**config.mk**
```make
export PLATFORM = sky130hd
export DESIGN_NAME = axil_fifo_drain_master
export DESIGN_NICKNAME = d
export VERILOG_FILES = /design/src/rtl/axi_lite_pkg.sv /design/src/rtl/axil_drain_obuf.sv /design/src/rtl/axil_fifo_drain_master.sv
export SDC_FILE = /design/constraint.sdc
export NUM_CORES = 1
export LEC_CHECK = 0
export CAP_MARGIN = 20
export CELL_PAD_IN_SITES_DETAIL_PLACEMENT = 1
export CELL_PAD_IN_SITES_GLOBAL_PLACEMENT = 1
export CORE_MARGIN = 2
export CORE_UTILIZATION = 49
export CTS_CLUSTER_DIAMETER = 40
export DETAILED_ROUTE_END_ITERATION = 12
export GPL_ROUTABILITY_DRIVEN = 0
export GPL_TIMING_DRIVEN = 1
export PLACE_DENSITY_LB_ADDON = 0.1
export SLEW_MARGIN = 20
export SYNTH_ARGS = -nofsm -noshare
export SYNTH_HDL_FRONTEND = slang
export SYNTH_SLANG_ARGS = --single-unit
```
**constraint.sdc**
```tcl
create_clock -name rd_clk -period 12.5 [get_ports rd_clk]
set_clock_uncertainty 0.2 [all_clocks]
set_input_delay 1.875 -clock rd_clk [delete_from_list [all_inputs] [get_ports rd_clk]]
set_output_delay 1.875 -clock rd_clk [all_outputs]
set_load 0.02 [all_outputs]
```
**src/rtl/axi_lite_pkg.sv**
```systemverilog
// axi_lite_pkg: AXI4-Lite response codes, drain FSM state encoding and a response helper
package axi_lite_pkg;
    localparam logic [1:0] RESP_OKAY   = 2'b00;
    localparam logic [1:0] RESP_SLVERR = 2'b10;
    localparam logic [1:0] ST_IDLE    = 2'd0;
    localparam logic [1:0] ST_ADDR    = 2'd1;
    localparam logic [1:0] ST_RESP    = 2'd2;
    localparam logic [1:0] ST_BACKOFF = 2'd3;
    function automatic logic resp_ok(input logic [1:0] resp);
        return resp == RESP_OKAY;
    endfunction
endpackage

```
**src/rtl/axil_drain_obuf.sv**
```systemverilog
// axil_drain_obuf: small synchronous FIFO holding drained words; head is zero while empty
module axil_drain_obuf
    import axi_lite_pkg::*;
#(
    parameter int DEPTH = 4,
    parameter int DW    = 32
) (
    input  logic                       i_clk,
    input  logic                       i_rst_n,
    input  logic                       i_push,
    input  logic [DW-1:0]              i_data,
    input  logic                       i_pop,
    output logic [DW-1:0]              o_data,
    output logic                       o_valid,
    output logic [$clog2(DEPTH):0]     o_count
);
    localparam int AW = $clog2(DEPTH);
    logic [DW-1:0] r_mem [DEPTH];
    logic [AW-1:0] r_wr, r_rd;
    logic [AW:0]   r_count;
    logic          w_pop;
    assign o_valid = r_count != '0;
    assign w_pop   = i_pop && o_valid;
    assign o_data  = o_valid ? r_mem[r_rd] : '0;
    assign o_count = r_count;
    always_ff @(posedge i_clk) begin
        if (i_push) r_mem[r_wr] <= i_data;
    end
    always_ff @(posedge i_clk or negedge i_rst_n) begin
        if (!i_rst_n) begin
            r_wr    <= '0;
            r_rd    <= '0;
            r_count <= '0;
        end else begin
            r_wr    <= r_wr + AW'(i_push);
            r_rd    <= r_rd + AW'(w_pop);
            r_count <= r_count + (AW+1)'(i_push) - (AW+1)'(w_pop);
        end
    end
endmodule

```
**src/rtl/axil_fifo_drain_master.sv**
```systemverilog
// axil_fifo_drain_master: AXI4-Lite read master draining a FIFO slave into an AXI-Stream output.
// Define AXIL_DRAIN_ERRCNT_EN to build the saturating non-OKAY response counter on err_cnt.
module axil_fifo_drain_master
    import axi_lite_pkg::*;
#(
    parameter int ADDR_WIDTH = 4,
    parameter int DATA_WIDTH = 32,
    parameter int RD_ADDR    = 0,
    parameter int OUT_DEPTH  = 4,
    parameter int RETRY_WAIT = 8
) (
    input  logic                  rd_clk,
    input  logic                  S_AXI_ARESETN,
    input  logic                  enable,
    output logic [ADDR_WIDTH-1:0] M_AXI_ARADDR,
    output logic                  M_AXI_ARVALID,
    input  logic                  M_AXI_ARREADY,
    input  logic [DATA_WIDTH-1:0] M_AXI_RDATA,
    input  logic [1:0]            M_AXI_RRESP,
    input  logic                  M_AXI_RVALID,
    output logic                  M_AXI_RREADY,
    output logic [DATA_WIDTH-1:0] M_AXIS_TDATA,
    output logic                  M_AXIS_TVALID,
    input  logic                  M_AXIS_TREADY,
    output logic                  idle,
    output logic [15:0]           err_cnt
);
    localparam int CW = $clog2(OUT_DEPTH) + 1;
    localparam int WW = (RETRY_WAIT > 1) ? $clog2(RETRY_WAIT + 1) : 1;
    // The IDLE decision cycle is the last of the RETRY_WAIT quiet cycles, so backoff itself lasts one less
    localparam logic [WW-1:0] WAIT_LOAD = WW'((RETRY_WAIT > 1) ? RETRY_WAIT - 1 : 0);
    logic [1:0]    r_state;
    logic [WW-1:0] r_wait;
    logic [CW-1:0] w_count;
    logic          w_rsp, w_push;
    assign w_rsp         = r_state == ST_RESP && M_AXI_RVALID;
    assign w_push        = w_rsp && resp_ok(M_AXI_RRESP);
    assign M_AXI_ARADDR  = ADDR_WIDTH'(RD_ADDR);
    assign M_AXI_ARVALID = r_state == ST_ADDR;
    assign M_AXI_RREADY  = r_state == ST_RESP;
    assign idle          = r_state == ST_IDLE && w_count == '0;
    always_ff @(posedge rd_clk or negedge S_AXI_ARESETN) begin
        if (!S_AXI_ARESETN) begin
            r_state <= ST_IDLE;
            r_wait  <= '0;
        end else begin
            case (r_state)
                ST_IDLE: if (enable && w_count != CW'(OUT_DEPTH)) r_state <= ST_ADDR;
                ST_ADDR: if (M_AXI_ARREADY) r_state <= ST_RESP;
                ST_RESP: if (M_AXI_RVALID) begin
                    r_state <= (resp_ok(M_AXI_RRESP) || RETRY_WAIT <= 1) ? ST_IDLE : ST_BACKOFF;
                    r_wait  <= WAIT_LOAD;
                end
                default: begin
                    r_wait <= r_wait - WW'(1);
                    if (r_wait <= WW'(1)) r_state <= ST_IDLE;
                end
            endcase
        end
    end
`ifdef AXIL_DRAIN_ERRCNT_EN
    logic [15:0] r_err_cnt;
    always_ff @(posedge rd_clk or negedge S_AXI_ARESETN) begin
        if (!S_AXI_ARESETN) r_err_cnt <= '0;
        else if (w_rsp && !resp_ok(M_AXI_RRESP) && r_err_cnt != 16'hFFFF) r_err_cnt <= r_err_cnt + 16'd1;
    end
    assign err_cnt = r_err_cnt;
`else
    assign err_cnt = 16'h0000;
`endif
    axil_drain_obuf #(.DEPTH(OUT_DEPTH), .DW(DATA_WIDTH)) u_obuf (
        .i_clk   (rd_clk),
        .i_rst_n (S_AXI_ARESETN),
        .i_push  (w_push),
        .i_data  (M_AXI_RDATA),
        .i_pop   (M_AXIS_TREADY),
        .o_data  (M_AXIS_TDATA),
        .o_valid (M_AXIS_TVALID),
        .o_count (w_count)
    );
endmodule

```
==> flow_summary_export.csv <==
group,metric,value,unit
min_path,hold_path_startpoint,"r_wait[0]$_DFFE_PN0P_",
layout,area_delta_synth_final,23.9,%
setup_path,criticalPathCategory,"reg2out",
floorplanning,start_util,0.506,
synth,synth_top_area_share,0.663,
clocking,cts_sinks,141,
clocking,cts_buffers,17,
floorplanning,die_x,113,um
sta,fin_ws,7640,ps
sta,worst_pin_slew,903,ps
setup_path,reg2reg_depth,5,
synth,synthTopCellsByCount,"edfxtp_1 (128), and2_1 (32), mux4_2 (28)",
synth,yosysUniqueCellTypes,31,
floorplanning,ios,96,
synth,synth-main-ff-cell,"edfxtp_1",
layout,finalNonFillerCells,547,
drt,ant_nets,0,
drt,top_layer,"met4",
setup_path,rrSetupSlack,9820,ps
clocking,clk_pin_slew,60,ps
global_route,grt_pass1_vias,3138,
synth,synth_area,5800,um2
layout,n_fill_cell,989,
global_route,grt_usage,0.179,
synth,synth_edf_count,128,
synth,yosys_warnings,0,
synth,yosysMostFrequentCell,"edfxtp_1",
clocking,post-cts-setup-buffers,0,
setup_path,r2r-start,"r_state[0]$_DFFE_PN0P_",
floorplanning,core,11500,um2
synth,synth.ff_latch_count,141,
setup_path,cp-end-kind,"primary output",
placed_design,dp_hpwl,6.56,mm
synth,ys_seq_area_frac,0.719,
global_route,antenna_found_initial,0,
synth,avgSynthCellArea,19.1,um2
synth,async_flop_share,0.0922,
clocking,clk_latency,410,ps
placed_design,placed_area,6610,um2
clocking,ctsRootBufferMaster,"clkbuf_16",
layout,insertedDiodeCount,0,
drt,drtIter0Drc,162,
layout,drive_gt1_frac,0.178,
setup_path,cp_data_arrival_time,2780,ps
layout,postLayoutCellArea,7180,um2
sta,maxSlewViolCount,0,
drt,wire_per_inst,19.5,um
clocking,cts_tree,"built",
setup_path,r2r-end,"u_obuf.r_mem[3][10]$_DFFE_PP_",
drt,drt-met1-wl,4.63,mm
layout,fin_nets,440,
drt,wl,10.7,mm
drt,via_per_inst,5.31,
global_route,overflow,0,
clocking,h-tree-depth,4,
drt,drc,0,
drt,first_pass_iters,4,
clocking,hold_buffers,0,
sta,finalSetupViolations,0,
setup_path,crit_fanout,23,
placed_design,dp_cells,514,
setup_path,critPathRequiredTime,10430,ps
power,ir_drop,133,uV
sta,hold_ws,339,ps
setup_path,critPathLaunchType,"flip-flop",
synth,synthTopCellsByArea,"edfxtp_1 (66%), mux4_2 (11%), dfrtp_1 (5.6%)",
clocking,clk_path_buf_depth,2,
sta,hold_violations,0,
synth,synthCells,304,
sta,min_period,4860,ps
sta,fin_setup_tns,0,ps
drt,wl_met2,5.44,mm
drt,vias,2905,
clocking,post_cts_resized,0,
global_route,grt_start_max_net_pins,38,
power,power_leakage,0.00251,uW
floorplanning,dieHeight,113,um
power,powerDensity,224,nW/um2
placed_design,place_ws,8020,ps
global_route,grt_pass1_wl,16.9,mm
run_status,status,"finished, final reports clean",
sta,max_freq,0.206,GHz
floorplanning,die-area,12700,um2
min_path,min_to,"r_wait[0]$_DFFE_PN0P_",
drt,wl_met3,447,um
floorplanning,rows,39,
flow_run,drv_cap,0,
sta,max_slew_margin,0.398,
synth,yosysTopAreaCell,"edfxtp_1",
placed_design,io_buffers,75,
sta,rsz0062_at_grt,"false",
min_path,whs_path_depth,1,
sta,finalCritPeriodShare,0.389,
min_path,hold_path.class,"reg2reg",
[power by group]
group / switching [uW] / total [uW] / internal, uW
Clock: 202 / 462 / 260
Sequential: 52.0 / 596 / 544
Combinational: 257 / 554 / 297
Total: 511 / 1610 / 1100
[kinds of logic (layout without fill, tap and decap cells)]
logic type / after synthesis / count (layout) / synth area share
simple gates: 61 / 61 / 0.0585
fa+ha+maj: 9 / 9 / 0.0207
flops: 141 / 141 / 0.719
other cells: 1 / 20 / 0.000647
buf+inv: 43 / 124 / 0.0512
compound gates: 9 / 9 / 0.0101
mux: 35 / 35 / 0.132
xor+xnor: 5 / 5 / 0.00755
[registers in the layout, indices dropped and copies added (netlist names)]
signal	count
u_obuf.r_mem	128
r_state	2
u_obuf.r_rd	2
u_obuf.r_wr	2
r_wait	4
u_obuf.o_count	3
[worst max-delay path: stages, from the launching register on]
cell and delay, ps:
dfrtp_2 580, buf_4 490, mux4_2 580, and2_1 180, clkdlybuf4s50_1 540
[area by class of cell]
class / count / area (um2) / share of cell area
Sequential cell: 141 / 4170 / 0.581
Multi-Input combinational cell: 139 / 1420 / 0.198
Timing Repair Buffer: 82 / 823 / 0.115
Clock buffer: 17 / 425 / 0.0592
Tap cell: 143 / 179 / 0.0249
Clock inverter: 15 / 126 / 0.0176
Inverter: 10 / 37.5 / 0.00522
[layout by cell type (no fill, tap or decap), drive strengths merged]
cell type        n
a21oi            3
and2            32
and3             1
buf              7
clkbuf          17
clkdlybuf4s50   75
clkinv           6
clkinvlp         1
conb            20
dfrtp           13
edfxtp         128
fa               1
ha               8
inv             18
mux2i            3
mux4            32
nand2            5
nand3            3
nor2             8
nor2b            2
nor3             7
nor3b            2
o21ai            1
o21bai           2
o22a             1
o22ai            1
o311ai           1
or3              1
xnor2            4
xor2             1
[per-stage QoR]
stage           util  power (uW)
2_1_floorplan      -         974
3_3_place_gp   0.576        1160
3_5_place_dp   0.576        1170
4_1_cts        0.624        1630
5_1_grt        0.627        1690
6_report       0.627        1610
[worst max path at each step]
| stage | cells past startpoint | endpoint | startpoint |
|---|---|---|---|
| 6_report | 4 | M_AXIS_TDATA[29] | u_obuf.r_rd[0]$_DFF_PN0_ |
| 4_1_cts | 4 | M_AXIS_TDATA[29] | u_obuf.r_rd[0]$_DFF_PN0_ |
| 3_5_place_dp | 4 | M_AXIS_TDATA[11] | u_obuf.r_rd[0]$_DFF_PN0_ |
| 5_1_grt | 4 | M_AXIS_TDATA[29] | u_obuf.r_rd[0]$_DFF_PN0_ |
| 3_3_place_gp | 4 | M_AXIS_TDATA[13] | u_obuf.r_rd[0]$_DFF_PN0_ |
| 2_1_floorplan | 3 | u_obuf.r_mem[1][0]$_DFFE_PP_ | M_AXI_RRESP[1] |
[metal layers]
layer / track usage / vias up
met3: 0.0407 / 16
met4: 0.0764 / 0
met1: 0.237 / 1503
met5: 0 / -
met2: 0.288 / 76
li1: - / 1310
(Power assumes the default switching activity.)
